`src/rtl/pipeline_ctrl_unit.sv`:
```
`default_nettype none
// ============================================================================
// Module   : pipeline_ctrl_unit
// Purpose  : RV32I control path. Decodes in D, carries control through E/M/W,
//            and resolves branches and jumps in E.
// Options  : CTRL_UNSIGNED_BRANCH_EN enables bltu/bgeu decode and resolution.
// Revision : 1.0
// ============================================================================
module pipeline_ctrl_unit #(
    parameter int XLEN = 32
) (
    input  logic            CLK,
    input  logic            RST,
    input  logic [6:0]      op_code,
    input  logic [2:0]      funct3,
    input  logic            funct7b5,
    input  logic            FLUSH_E,
    input  logic [XLEN-1:0] SRC_A_E,
    input  logic [XLEN-1:0] SRC_B_E,
    output logic [2:0]      ImmSrcD,
    output logic            ILLEGAL_D,
    output logic [3:0]      ALU_controlE,
    output logic            ALU_SRCE,
    output logic            Result_SRCE0,
    output logic            reg_writeE,
    output logic            reg_writeM,
    output logic            reg_writeW,
    output logic            mem_writeM,
    output logic [1:0]      Result_SRCW,
    output logic            PCSrcE,
    output logic            PC_TGT_SRCE
);

    localparam logic [6:0] c_OP_LW     = 7'b0000011;
    localparam logic [6:0] c_OP_SW     = 7'b0100011;
    localparam logic [6:0] c_OP_R      = 7'b0110011;
    localparam logic [6:0] c_OP_I      = 7'b0010011;
    localparam logic [6:0] c_OP_BR     = 7'b1100011;
    localparam logic [6:0] c_OP_JAL    = 7'b1101111;
    localparam logic [6:0] c_OP_JALR   = 7'b1100111;
    localparam logic [6:0] c_OP_LUI    = 7'b0110111;

    localparam logic [2:0] c_IMM_I     = 3'b000;
    localparam logic [2:0] c_IMM_S     = 3'b001;
    localparam logic [2:0] c_IMM_B     = 3'b010;
    localparam logic [2:0] c_IMM_J     = 3'b011;
    localparam logic [2:0] c_IMM_U     = 3'b100;

    localparam logic [3:0] c_ALU_ADD   = 4'b0000;
    localparam logic [3:0] c_ALU_SUB   = 4'b0001;
    localparam logic [3:0] c_ALU_AND   = 4'b0010;
    localparam logic [3:0] c_ALU_OR    = 4'b0011;
    localparam logic [3:0] c_ALU_XOR   = 4'b0100;
    localparam logic [3:0] c_ALU_SLT   = 4'b0101;
    localparam logic [3:0] c_ALU_SLTU  = 4'b0110;
    localparam logic [3:0] c_ALU_SLL   = 4'b0111;
    localparam logic [3:0] c_ALU_SRL   = 4'b1000;
    localparam logic [3:0] c_ALU_SRA   = 4'b1001;

    localparam logic [1:0] c_RES_ALU   = 2'b00;
    localparam logic [1:0] c_RES_MEM   = 2'b01;
    localparam logic [1:0] c_RES_PC4   = 2'b10;
    localparam logic [1:0] c_RES_IMM   = 2'b11;

    // D-stage decode
    logic       w_alt;
    logic [3:0] w_alu_funct;
    logic [3:0] w_alu_ctrl;
    logic [2:0] w_imm_src;
    logic [1:0] w_result_src;
    logic       w_illegal;
    logic       w_reg_write;
    logic       w_mem_write;
    logic       w_alu_src;
    logic       w_branch;
    logic       w_jump;
    logic       w_jalr;

    // E/M/W pipeline registers
    logic       r_reg_write_e;
    logic       r_mem_write_e;
    logic [1:0] r_result_src_e;
    logic [3:0] r_alu_ctrl_e;
    logic       r_alu_src_e;
    logic       r_branch_e;
    logic       r_jump_e;
    logic       r_jalr_e;
    logic [2:0] r_funct3_e;
    logic       r_reg_write_m;
    logic       r_mem_write_m;
    logic [1:0] r_result_src_m;
    logic       r_reg_write_w;
    logic [1:0] r_result_src_w;

    // E-stage branch resolution
    logic       w_eq;
    logic       w_lt;
    logic       w_cond_raw;
    logic       w_cond;

    // funct7b5 selects sub/sra for R-type; for I-type only srai uses it
    assign w_alt = funct7b5 & ((op_code == c_OP_R) | (funct3 == 3'b101));

    always_comb begin
        w_alu_funct = c_ALU_ADD;
        case (funct3)
            3'b000:  w_alu_funct = w_alt ? c_ALU_SUB : c_ALU_ADD;
            3'b001:  w_alu_funct = c_ALU_SLL;
            3'b010:  w_alu_funct = c_ALU_SLT;
            3'b011:  w_alu_funct = c_ALU_SLTU;
            3'b100:  w_alu_funct = c_ALU_XOR;
            3'b101:  w_alu_funct = w_alt ? c_ALU_SRA : c_ALU_SRL;
            3'b110:  w_alu_funct = c_ALU_OR;
            default: w_alu_funct = c_ALU_AND;
        endcase
    end

    always_comb begin
        w_imm_src    = c_IMM_I;
        w_result_src = c_RES_ALU;
        w_alu_ctrl   = c_ALU_ADD;
        w_illegal    = 1'b0;
        w_reg_write  = 1'b0;
        w_mem_write  = 1'b0;
        w_alu_src    = 1'b0;
        w_branch     = 1'b0;
        w_jump       = 1'b0;
        w_jalr       = 1'b0;
        case (op_code)
            c_OP_LW: begin
                w_reg_write  = 1'b1;
                w_result_src = c_RES_MEM;
                w_alu_src    = 1'b1;
            end
            c_OP_SW: begin
                w_imm_src    = c_IMM_S;
                w_mem_write  = 1'b1;
                w_alu_src    = 1'b1;
            end
            c_OP_R: begin
                w_reg_write  = 1'b1;
                w_alu_ctrl   = w_alu_funct;
                w_illegal    = funct7b5 & (funct3 != 3'b000) & (funct3 != 3'b101);
            end
            c_OP_I: begin
                w_reg_write  = 1'b1;
                w_alu_src    = 1'b1;
                w_alu_ctrl   = w_alu_funct;
            end
            c_OP_BR: begin
                w_imm_src    = c_IMM_B;
                w_branch     = 1'b1;
                w_alu_ctrl   = c_ALU_SUB;
`ifdef CTRL_UNSIGNED_BRANCH_EN
                w_illegal    = (funct3[2:1] == 2'b01);
`else
                w_illegal    = (funct3[2:1] == 2'b01) | (funct3[2:1] == 2'b11);
`endif
            end
            c_OP_JAL: begin
                w_imm_src    = c_IMM_J;
                w_reg_write  = 1'b1;
                w_result_src = c_RES_PC4;
                w_jump       = 1'b1;
            end
            c_OP_JALR: begin
                w_reg_write  = 1'b1;
                w_result_src = c_RES_PC4;
                w_alu_src    = 1'b1;
                w_jump       = 1'b1;
                w_jalr       = 1'b1;
            end
            c_OP_LUI: begin
                w_imm_src    = c_IMM_U;
                w_reg_write  = 1'b1;
                w_result_src = c_RES_IMM;
                w_alu_src    = 1'b1;
            end
            default: w_illegal = 1'b1;
        endcase
    end

    assign ImmSrcD   = w_imm_src;
    assign ILLEGAL_D = w_illegal;

    // Illegal encodings enter E with every side-effecting enable cleared
    always_ff @(posedge CLK or posedge RST) begin
        if (RST) begin
            r_reg_write_e  <= 1'b0;
            r_mem_write_e  <= 1'b0;
            r_result_src_e <= 2'b00;
            r_alu_ctrl_e   <= 4'b0000;
            r_alu_src_e    <= 1'b0;
            r_branch_e     <= 1'b0;
            r_jump_e       <= 1'b0;
            r_jalr_e       <= 1'b0;
            r_funct3_e     <= 3'b000;
        end else if (FLUSH_E) begin
            r_reg_write_e  <= 1'b0;
            r_mem_write_e  <= 1'b0;
            r_result_src_e <= 2'b00;
            r_alu_ctrl_e   <= 4'b0000;
            r_alu_src_e    <= 1'b0;
            r_branch_e     <= 1'b0;
            r_jump_e       <= 1'b0;
            r_jalr_e       <= 1'b0;
            r_funct3_e     <= 3'b000;
        end else begin
            r_reg_write_e  <= w_reg_write & ~w_illegal;
            r_mem_write_e  <= w_mem_write & ~w_illegal;
            r_result_src_e <= w_result_src;
            r_alu_ctrl_e   <= w_alu_ctrl;
            r_alu_src_e    <= w_alu_src;
            r_branch_e     <= w_branch & ~w_illegal;
            r_jump_e       <= w_jump & ~w_illegal;
            r_jalr_e       <= w_jalr & ~w_illegal;
            r_funct3_e     <= funct3;
        end
    end

    always_ff @(posedge CLK or posedge RST) begin
        if (RST) begin
            r_reg_write_m  <= 1'b0;
            r_mem_write_m  <= 1'b0;
            r_result_src_m <= 2'b00;
            r_reg_write_w  <= 1'b0;
            r_result_src_w <= 2'b00;
        end else begin
            r_reg_write_m  <= r_reg_write_e;
            r_mem_write_m  <= r_mem_write_e;
            r_result_src_m <= r_result_src_e;
            r_reg_write_w  <= r_reg_write_m;
            r_result_src_w <= r_result_src_m;
        end
    end

    assign w_eq = (SRC_A_E == SRC_B_E);
    assign w_lt = ($signed(SRC_A_E) < $signed(SRC_B_E));

`ifdef CTRL_UNSIGNED_BRANCH_EN
    logic w_ltu;
    assign w_ltu = (SRC_A_E < SRC_B_E);
`endif

    // funct3[2:1] picks the comparison, funct3[0] negates it
    always_comb begin
        w_cond_raw = 1'b0;
        case (r_funct3_e[2:1])
            2'b00:   w_cond_raw = w_eq;
            2'b10:   w_cond_raw = w_lt;
`ifdef CTRL_UNSIGNED_BRANCH_EN
            2'b11:   w_cond_raw = w_ltu;
`endif
            default: w_cond_raw = 1'b0;
        endcase
    end

    assign w_cond = w_cond_raw ^ r_funct3_e[0];

    assign ALU_controlE = r_alu_ctrl_e;
    assign ALU_SRCE     = r_alu_src_e;
    assign Result_SRCE0 = r_result_src_e[0];
    assign reg_writeE   = r_reg_write_e;
    assign reg_writeM   = r_reg_write_m;
    assign reg_writeW   = r_reg_write_w;
    assign mem_writeM   = r_mem_write_m;
    assign Result_SRCW  = r_result_src_w;
    assign PCSrcE       = (r_branch_e & w_cond) | r_jump_e;
    assign PC_TGT_SRCE  = r_jalr_e;

endmodule
`default_nettype wire

```
`config.mk`:
```
export PLATFORM = sky130hd
export DESIGN_NAME = pipeline_ctrl_unit
export DESIGN_NICKNAME = d
export VERILOG_FILES = /design/src/rtl/pipeline_ctrl_unit.sv
export SDC_FILE = /design/constraint.sdc
export NUM_CORES = 1
export LEC_CHECK = 0
export CORE_MARGIN = 3
export CORE_UTILIZATION = 43
export CTS_CLUSTER_SIZE = 25
export DETAILED_ROUTE_END_ITERATION = 16
export PLACE_DENSITY = 0.87
export REMOVE_ABC_BUFFERS = 1
export SYNTH_ARGS = -nofsm -noshare
export SYNTH_HDL_FRONTEND = slang
export SYNTH_SLANG_ARGS = --single-unit
```
`constraint.sdc`:
```
create_clock -name CLK -period 5.25 [get_ports CLK]
set_input_delay 0.525 -clock CLK [delete_from_list [all_inputs] [get_ports CLK]]
set_output_delay 0.525 -clock CLK [all_outputs]
set_load 0.02 [all_outputs]
```
==> summary.md, run 1 <==
| Metric | Value |
|---|---|
| Outcome | `completed` |
| First-pass GRT wire length | `7780 µm` |
| CP max stage cell | `clkdlybuf4s50_1` |
| CP Capture Type | `output port` |
| Clock Latency Late Sink | `0.26 ns` |
| Netlist cell types | `39` |
| Mux cell area share after synthesis | `1.39%` |
| Met1 Track Usage GR | `26.5%` |
| Unrepaired setup endpoints after global routing | `no` |
| Routed vias | `1833` |
| Setup TNS | `0 ns` |
| Final Max Slew Viols | `0` |
| Total of max-cap violations | `0` |
| DRT Pass-1 Iters | `4` |
| Predominant post-synthesis flop cell | `dfrtp_1` |
| Worst Max-Slew Pin Slew | `0.763 ns` |
| Final Util | `74.0%` |
| Largest family of logic cells by synthesized area | `adder cells` |
| Final WL | `4750 µm` |
| Drt drc | `0` |
| Largest net degree at the start of global routing | `23` |
| DP Wirelength | `4140 µm` |
| XOR/XNOR share of the synthesized area | `1.46%` |
| Simple-gate portion of the synthesized area | `20.3%` |
| GRT overflow | `0` |
| Placer Congestion | `0.849` |
| Total GRT Usage | `19.1%` |
| GR Layer Usage met2 | `31.9%` |
| Critical path required time | `4.72 ns` |
| Commonest non-fill, non-tap cell in the layout | `clkdlybuf4s50_1` |
| Final period util | `78.2%` |
| Flops & latches, synth | `22` |
| Setup bufs post-CTS | `0` |
| Crit Path Category | `primary input to output port` |
| Clock root buffer master | `clkbuf_8` |
| CP startpoint kind | `primary input` |
| GRT busiest layer | `met2` |
| Die height | `70.6 µm` |
| Fmax | `0.243 GHz` |
| Syn Std Cell Area | `1800 µm²` |
| Power per cell area | `162 nW/µm²` |
| Crit path time final | `4.11 ns` |
| Antenna violations before repair | `0` |
| Post-synthesis adder-cell area fraction | `22.3%` |
| Vias in the first global route | `1784` |
| EDFF count, synth | `0` |
| Sink Count | `22` |
| Worst VDD drop | `0.000139 V` |
| Vias per cell | `5.22` |
| Die ar. | `4990 µm²` |
| Register area share after synthesis | `30.6%` |
| Final hold vios | `0` |
| Core footprint | `3850 µm²` |
| ANT cells | `0` |
| Worst Skew | `0.00136 ns` |
| Clock tree from TritonCTS | `done` |
| Fillers | `296` |
| Worst rel slew slack | `49.0%` |
| Rows | `22` |
| Post-CTS sizing | `0` |
| Final setup fails | `0` |
| DRT iter0 DRCs | `36` |
| Yosys warning count | `0` |
| Compound-gate portion of the synthesized area | `14.5%` |
| M3 GR Usage | `2.13%` |
| IO Pins | `96` |
| Clock-pin slew on the worst setup and hold paths | `0.08 ns` |
| Syn Inst Count | `211` |
| Die X | `70.6 µm` |
| Hold Path Class | `flip-flop to flip-flop` |
| CTS H-tree depth | `1` |
| Worst stage delay on the critical path | `0.61 ns` |
| I/O Buffers | `95` |
| CTS Hold Bufs | `0` |
| ANT nets after route | `0` |
| Post-synth ARST share | `100%` |
| Initial Utilization | `46.6%` |
| Nets | `414` |
| Leakage power | `1.35 nW` |
| TritonCTS Buffers | `3` |
| Synthesized area per cell | `8.52 µm²` |
| Worst-path fanout max | `2` |
| Layout cells sized above 1 | `3.30%` |
| CP Cell Sequence | `clkdlybuf4s50_1, inv_1, ha_1, a21o_1, nand3_1, a2111oi_0, or4_4, mux2_4, or3_1, nand3_1, clkdlybuf4s50_1` |
| CTS Buffer Depth | `2` |
| Synthesis-to-layout area growth | `58.8%` |
| CP arrival | `3.58 ns` |
| Most frequent cells in the layout | `clkdlybuf4s50_1, inv_1, ha_1` |
| Post-DR wirelength/cell | `13.5 µm` |
-- worst paths after layout --
check / startpoint / endpoint / slack (ns) / cells past startpoint
max reg2reg: r_result_src_e[0] / r_result_src_m[0] / 4.75 / 0
max in group asynchronous: RST / ALU_controlE[1] / 4.06 / 2
min: r_mem_write_e / mem_writeM / 0.35 / 0
min in group asynchronous: RST / reg_writeM / 0.71 / 2
max: SRC_B_E[17] / PCSrcE / 1.14 / 11
min reg2reg: r_mem_write_e / mem_writeM / 0.35 / 0
-- logic make-up after synthesis --
group	count (synthesis)
flip-flops	22
AO/OA/AOI/OAI	41
buffers and inverters	45
XOR/XNOR	3
AND/OR/NAND/NOR	66
adder cells (fa/ha/maj)	32
multiplexers	2
-- registers in the layout (all words and copies together) (netlist names) --
| signal | count |
|---|---|
| PC_TGT_SRCE | 1 |
| ALU_SRCE | 1 |
| r_funct3_e | 3 |
| r_jump_e | 1 |
| r_result_src_e | 2 |
| ALU_controlE | 4 |
| Result_SRCW | 2 |
| reg_writeW | 1 |
| reg_writeM | 1 |
| reg_writeE | 1 |
| r_branch_e | 1 |
| r_mem_write_e | 1 |
| mem_writeM | 1 |
| r_result_src_m | 2 |
-- synthesized netlist by cell type (all sizes together) (3+ instances only) --
| cell type | instances | area share, % |
|---|---|---|
| nor2b | 4 | 1.4 |
| nor3 | 4 | 1.1 |
| a211oi | 4 | 1.7 |
| or3 | 3 | 1.0 |
| nor2 | 11 | 2.3 |
| clkbuf | 7 | 1.5 |
| nand3 | 11 | 3.6 |
| ha | 32 | 22 |
| a21oi | 15 | 4.2 |
| nor4 | 7 | 2.4 |
| o21ai | 8 | 2.4 |
| inv | 38 | 7.9 |
| dfrtp | 22 | 31 |
| a21o | 4 | 1.7 |
| nand2 | 11 | 2.3 |
| nand4 | 7 | 2.4 |
-- critical path: cells and delay by family --
| kind | cells | cell delay [ns] |
|---|---|---|
| buf+inv | 3 | 1.10 |
| simple gates | 4 | 1.08 |
| mux | 1 | 0.31 |
| fa+ha+maj | 1 | 0.28 |
| compound gates | 2 | 0.28 |
-- through the flow --
step	cells	power [mW]	cell area, µm²	setup WS [ns]	hold slack, ns
floorplan	204	0.233	1770	2.23	0.331
global placement	347	0.308	2780	1.19	0.332
detailed placement	347	0.313	2780	1.13	0.336
CTS	351	0.465	2850	1.13	0.353
global route	351	0.488	2850	1.02	0.359
finish	351	0.463	2850	1.14	0.352
-- layout make-up --
cell class / instances / area [µm²] / area share (%)
clock buffers: 3 / 41.3 / 1.45
clock inverters: 1 / 30.0 / 1.05
repair buffers: 95 / 951 / 33.3
well taps: 48 / 60.1 / 2.11
multi-input cells: 144 / 1080 / 37.8
flip-flops and latches: 22 / 551 / 19.3
inverters: 38 / 143 / 5.00
-- where the power goes --
part	internal (mW)	total, mW	switching, mW	leakage [nW]
Clock	0.102	0.153	0.0515	0.0357
Sequential	0.171	0.172	0.000988	0.304
Combinational	0.0822	0.137	0.0551	1.01
Total	0.355	0.463	0.108	1.35
-- metal layers --
layer / up-vias / routed length (µm)
met1: 824 / 2210
met2: 79 / 2160
met5: - / 0
li1: 924 / -
met3: 6 / 325
met4: 0 / 52
Note: power is estimated with default switching activity, not from simulation.
==> run 2, diff against run 1 <==
CORE_UTILIZATION = 40   (was 43)
PLACE_DENSITY = 0.82   (was 0.87)
clock period = 3.8 ns   (was 5.25 ns; I/O delays follow)
==> run 2 against run 1 <==
  * Largest power group unchanged
  * Clock skew rose by 0.0061 ns
  * Critical path type unchanged
  * Clock power rose by 38%
  * Setup slack got worse by 0.86 ns
  * Combinational power rose by 38%
==> summary.md, run 2 (synthesis gave the netlist of run 1 again) <==
| Metric | Value |
|---|---|
| Outcome | `completed (unchanged)` |
| Post-DR wirelength/cell | `13.4 µm (was 13.5 µm)` |
| Max FFs per register | `4 (unchanged)` |
| Die X | `73.0 µm (was 70.6 µm)` |
| Final WL | `4760 µm (was 4750 µm)` |
| Clock root buffer master | `clkbuf_8 (unchanged)` |
| Hold WS | `0.349 ns (was 0.352 ns)` |
| Final setup fails | `0 (unchanged)` |
| Placed Instance Area | `2800 µm² (was 2780 µm²)` |
| Total GRT Usage | `17.6% (was 19.1%)` |
| Commonest non-fill, non-tap cell in the layout | `clkdlybuf4s50_1 (unchanged)` |
| Most frequent cells in the layout | `clkdlybuf4s50_1, inv_1, ha_1 (unchanged)` |
| Synthesis-to-layout area growth | `59.7% (was 58.8%)` |
| Crit path time final | `3.52 ns` |
| Worst Skew | `0.00742 ns (was 0.00136 ns)` |
| Fillers | `366 (was 296)` |
| ANT cells | `0 (unchanged)` |
| Vias in the first global route | `1675 (was 1784)` |
| Initial Utilization | `43.1% (was 46.6%)` |
| CP Capture Type | `output port (unchanged)` |
| Worst Max-Slew Pin Slew | `0.775 ns (was 0.763 ns)` |
| IO Pins | `96 (unchanged)` |
| Total of max-cap violations | `0 (unchanged)` |
| CTS Buffer Depth | `2 (unchanged)` |
| CTS H-tree depth | `1 (unchanged)` |
| Dpl cells | `351 (was 347)` |
| Nets | `416 (was 414)` |
| I/O Buffers | `95 (unchanged)` |
| Hold Path End | `mem_writeM (unchanged)` |
| RR Startpoint | `r_result_src_e[0] (unchanged)` |
| CTS Hold Bufs | `0 (unchanged)` |
| Placer Congestion | `0.906 (was 0.849)` |
| Pre-CTS WS | `-0.0157 ns (was 1.13 ns)` |
| Final Max Slew Viols | `0 (unchanged)` |
| Worst stage delay on the critical path | `0.53 ns (was 0.61 ns)` |
| Flop2flop setup slack | `3.31 ns (was 4.75 ns)` |
| TritonCTS Buffers | `3 (unchanged)` |
| CP max stage cell | `or4_4 (was clkdlybuf4s50_1)` |
| GRT overflow | `0 (unchanged)` |
| CP arrival | `3.14 ns (was 3.58 ns)` |
| Worst VDD drop | `0.000201 V (was 0.000139 V)` |
| CP Cell Sequence | `clkdlybuf4s50_1, inv_1, ha_1, a21o_1, nand3_2, a211oi_1, or4_4, mux2_4, or3_1, nand3_1, dlygate4sd2_1 (was clkdlybuf4s50_1, inv_1, ha_1, a21o_1, nand3_1, a2111oi_0, or4_4, mux2_4, or3_1, nand3_1, clkdlybuf4s50_1)` |
| Hold depth | `0 (unchanged)` |
| Sink Count | `22 (unchanged)` |
| Leakage power | `1.36 nW (was 1.35 nW)` |
| Final hold vios | `0 (unchanged)` |
| Final period util | `92.5%` |
| Delay-heaviest family, CP | `simple AND/OR/NAND/NOR gates (was buffers and inverters)` |
| First-pass GRT wire length | `7520 µm (was 7780 µm)` |
| R2R cell count | `0 (unchanged)` |
| Unrepaired setup endpoints after global routing | `no (unchanged)` |
| Cell area after layout | `2870 µm² (was 2850 µm²)` |
| RR Endpoint | `r_result_src_m[0] (unchanged)` |
| DRT Pass-1 Iters | `4 (unchanged)` |
| Clock tree from TritonCTS | `done (unchanged)` |
| Crit Path Category | `primary input to output port (unchanged)` |
| DP Wirelength | `4080 µm (was 4140 µm)` |
| Vias per cell | `5.20 (was 5.22)` |
| Largest net degree at the start of global routing | `23 (unchanged)` |
| Final worst slack | `0.284 ns (was 1.14 ns)` |
| Hold_sp | `r_mem_write_e (unchanged)` |
| Worst-path fanout max | `2 (unchanged)` |
| Die height | `73.0 µm (was 70.6 µm)` |
| ANT nets after route | `0 (unchanged)` |
| Power per cell area | `222 nW/µm² (was 162 nW/µm²)` |
| Antenna violations before repair | `0 (unchanged)` |
| CP startpoint kind | `primary input (unchanged)` |
| Fmax | `0.284 GHz` |
| Core footprint | `4170 µm² (was 3850 µm²)` |
| Worst rel slew slack | `48.3% (was 49.0%)` |
| Hold Path Class | `flip-flop to flip-flop (unchanged)` |
| Rows | `23 (was 22)` |
| Critical path required time | `3.42 ns (was 4.72 ns)` |
| Clock-pin slew on the worst setup and hold paths | `0.08 ns (about the same)` |
| Clock Latency Late Sink | `0.26 ns (about the same)` |
| Die ar. | `5330 µm² (was 4990 µm²)` |
| Layout cells sized above 1 | `3.93% (was 3.30%)` |
| DRT iter0 DRCs | `62 (was 36)` |
| Routed vias | `1845 (was 1833)` |
| Final Non-Filler Cells | `355 (was 351)` |
| Drt drc | `0 (unchanged)` |
| Buf/Inv on CP | `3 (unchanged)` |
-- run 2: what timing repair did --
item,CTS,global route
buffers inserted,0,0
setup endpoints to repair,1,0
gates resized for setup,1,0
-- run 2: power breakdown --
group	internal [mW]	leakage [nW]	total [mW]	switching, mW
Sequential	0.236	0.304	0.238	0.00154
Combinational	0.113	1.02	0.189	0.0758
Clock	0.141	0.0357	0.211	0.0704
-- run 2: how the worst max path moves through the flow --
stage	start	slack [ns]	end	depth (start not counted)
2_1_floorplan	SRC_B_E[21]	1.07	PCSrcE	9
3_3_place_gp	SRC_B_E[21]	0.04	PCSrcE	11
3_5_place_dp	SRC_B_E[21]	-0.02	PCSrcE	11
4_1_cts	SRC_B_E[17]	0.26	PCSrcE	11
5_1_grt	SRC_B_E[31]	0.02	PCSrcE	10
6_report	SRC_B_E[21]	0.28	PCSrcE	11
-- run 2: area by class of cell --
type	instances	area, µm²	share of cell area, %
inverters	38	143	4.97
flip-flops and latches	22	551	19.2
multi-input cells	144	1080	37.5
repair buffers	97	965	33.6
clock buffers	3	41.3	1.44
well taps	50	62.6	2.18
clock inverters	1	30.0	1.05
-- run 2: metrics by stage --
stage | power [mW] | TNS [ns] | utilization, %
CTS | 0.642 | 0 | 68.8
finish | 0.638 | 0 | 68.8
detailed placement | 0.431 | -0.0157 | 67.1
floorplan | 0.321 | 0 | -
global route | 0.677 | 0 | 68.8
global placement | 0.426 | 0 | 67.1
-- run 2: per-layer routing --
| metal | wire (µm) | track usage (%) | up-vias | share of wire, % |
|---|---|---|---|---|
| met1 | 2040 | 23.0 | 822 | 43 |
| met4 | 76 | 4.71 | 0 | 1.6 |
| met2 | 2240 | 30.5 | 83 | 47 |
| met3 | 397 | 2.34 | 12 | 8.3 |
| li1 | - | - | 928 | - |
| met5 | 0 | 0 | - | 0 |
==> run 3, diff against run 2 <==
PLACE_DENSITY = 0.89   (was 0.82)
==> run 3 against run 2 <==
  * Setup slack better by 0.13 ns
  * Design area rose by 0.35%
  * Non-clock buffer count unchanged
==> summary.md, run 3 (synthesis gave the netlist of run 1 again) <==
| Metric | Value |
|---|---|
| I/O Buffers | `95 (unchanged)` |
| GRT overflow | `0 (unchanged)` |
| CP startpoint kind | `primary input (unchanged)` |
| Drt drc | `0 (unchanged)` |
| Die ar. | `5330 µm² (unchanged)` |
| Worst Max-Slew Pin Slew | `0.766 ns (was 0.775 ns)` |
| Worst Skew | `0.00544 ns (was 0.00742 ns)` |
| Outcome | `completed (unchanged)` |
| Clock Latency Late Sink | `0.25 ns (was 0.26 ns)` |
| ANT cells | `0 (unchanged)` |
| Final setup fails | `0 (unchanged)` |
| Hold Path Class | `flip-flop to flip-flop (unchanged)` |
| Layout cells sized above 1 | `4.26% (was 3.93%)` |
| Area of the multi-input gates | `1080 µm² (about the same)` |
| CTS Buffer Depth | `2 (unchanged)` |
| Crit Path Category | `primary input to output port (unchanged)` |
| CP Capture Type | `output port (unchanged)` |
| Setup bufs post-CTS | `0 (unchanged)` |
| Vias per cell | `5.18 (was 5.20)` |
| Max FFs per register | `4 (unchanged)` |
| Total GRT Usage | `16.8% (was 17.6%)` |
| Routed vias | `1839 (was 1845)` |
| Crit path time final | `3.39 ns (was 3.52 ns)` |
| First-pass GRT wire length | `7340 µm (was 7520 µm)` |
| Final period util | `89.2% (was 92.5%)` |
| Fillers | `349 (was 366)` |
| Die X | `73.0 µm (unchanged)` |
| Rows | `23 (unchanged)` |
| Final Util | `69.0% (was 68.8%)` |
| TritonCTS Buffers | `3 (unchanged)` |
| Most frequent cells in the layout | `clkdlybuf4s50_1, inv_1, ha_1 (unchanged)` |
| Worst-path fanout max | `2 (unchanged)` |
| Clock-pin slew on the worst setup and hold paths | `0.07 ns (was 0.08 ns)` |
| Final hold vios | `0 (unchanged)` |
| Worst VDD drop | `0.000176 V (was 0.000201 V)` |
| Critical path required time | `3.42 ns (about the same)` |
| Placer Congestion | `0.878 (was 0.906)` |
| ANT nets after route | `0 (unchanged)` |
| Clock root buffer master | `clkbuf_8 (unchanged)` |
| Unrepaired setup endpoints after global routing | `no (unchanged)` |
| Total of max-cap violations | `0 (unchanged)` |
| Antenna violations before repair | `0 (unchanged)` |
| CP arrival | `3.01 ns (was 3.14 ns)` |
| Largest net degree at the start of global routing | `23 (unchanged)` |
| IO Pins | `96 (unchanged)` |
| Sink Count | `22 (unchanged)` |
| Nets | `416 (unchanged)` |
| DRT Pass-1 Iters | `4 (unchanged)` |
| Commonest non-fill, non-tap cell in the layout | `clkdlybuf4s50_1 (unchanged)` |
| Setup TNS | `0 ns (unchanged)` |
| Placed Instance Area | `2800 µm² (unchanged)` |
| CTS Hold Bufs | `0 (unchanged)` |
| Vias in the first global route | `1776 (was 1675)` |
| Cell area after layout | `2880 µm² (was 2870 µm²)` |
| Post-DR wirelength/cell | `12.7 µm (was 13.4 µm)` |
| Flop2flop setup slack | `3.29 ns (was 3.31 ns)` |
| Core footprint | `4170 µm² (unchanged)` |
| Worst rel slew slack | `48.8% (was 48.3%)` |
| DRT iter0 DRCs | `49 (was 62)` |
| Leakage power | `1.38 nW (was 1.36 nW)` |
| Die height | `73.0 µm (unchanged)` |
| Power per cell area | `220 nW/µm² (was 222 nW/µm²)` |
| Fmax | `0.295 GHz (was 0.284 GHz)` |
| Final WL | `4520 µm (was 4760 µm)` |
| DP Wirelength | `4010 µm (was 4080 µm)` |
| Clock tree from TritonCTS | `done (unchanged)` |
| Reg area | `551 µm² (unchanged)` |
| Final Max Slew Viols | `0 (unchanged)` |
| Initial Utilization | `43.1% (unchanged)` |
| Synthesis-to-layout area growth | `60.2% (was 59.7%)` |
| CTS H-tree depth | `1 (unchanged)` |
| Post-layout total power | `0.633 mW (was 0.638 mW)` |
## run 3: cell count changes in the layout (fill, tap and decap cells not counted), sizes merged
cell and delta:
dlymetal6s2s +1, dlygate4sd2 -1
## run 3: metrics by stage
stage	instances	setup WS (ns)	hold WS, ns
floorplan	204	1.07	0.331
finish	355	0.411	0.346
CTS	355	0.00342	0.351
global route	355	0.306	0.356
global placement	351	0.0531	0.332
detailed placement	351	-0.00923	0.336
## run 3: path summary, 6_finish.rpt
kind	start	to	cells after the start
max reg2reg	r_result_src_e[0]	r_result_src_m[0]	0
max	SRC_B_E[21]	PCSrcE	11
min	r_result_src_m[0]	Result_SRCW[0]	0
max in group asynchronous	RST	ALU_controlE[2]	2
min in group asynchronous	RST	reg_writeM	2
min reg2reg	r_result_src_m[0]	Result_SRCW[0]	0
## run 3: per-layer routing
layer  wire length (µm)  GRT usage, %  share of wire [%]
met3                345          3.17                7.6
met4                 51          3.89                1.1
met1               1910          20.4                 42
met5                  0             0                  0
met2               2210          30.4                 49
## run 3: critical path, stage by stage
cell and delay, ns:
clkdlybuf4s50_1 0.45, inv_1 0.04, ha_1 0.28, a21o_1 0.20, nand3_2 0.07, a211oi_1 0.06
or4_4 0.53, mux2_4 0.31, or3_1 0.37, nand3_1 0.10, dlymetal6s2s_1 0.23
## run 3: cell type report
class	instances	share of cell area (%)
multi-input cells	144	37.6
clock inverters	1	1.04
well taps	50	2.17
clock buffers	3	1.43
repair buffers	97	33.6
flip-flops and latches	22	19.1
inverters	38	4.95
## run 3: power by group
part / total [mW] / switching (mW) / internal [mW]
Combinational: 0.188 / 0.0755 / 0.113
Clock: 0.207 / 0.0664 / 0.140
Sequential: 0.238 / 0.00156 / 0.236
Total: 0.633 / 0.143 / 0.490
## run 3: timing repair
action | CTS | global route
cloned | 0 | 0
endpoints found under the setup margin | 1 | 1
gates resized for setup | 1 | 2
hold endpoints to repair | 0 | 0
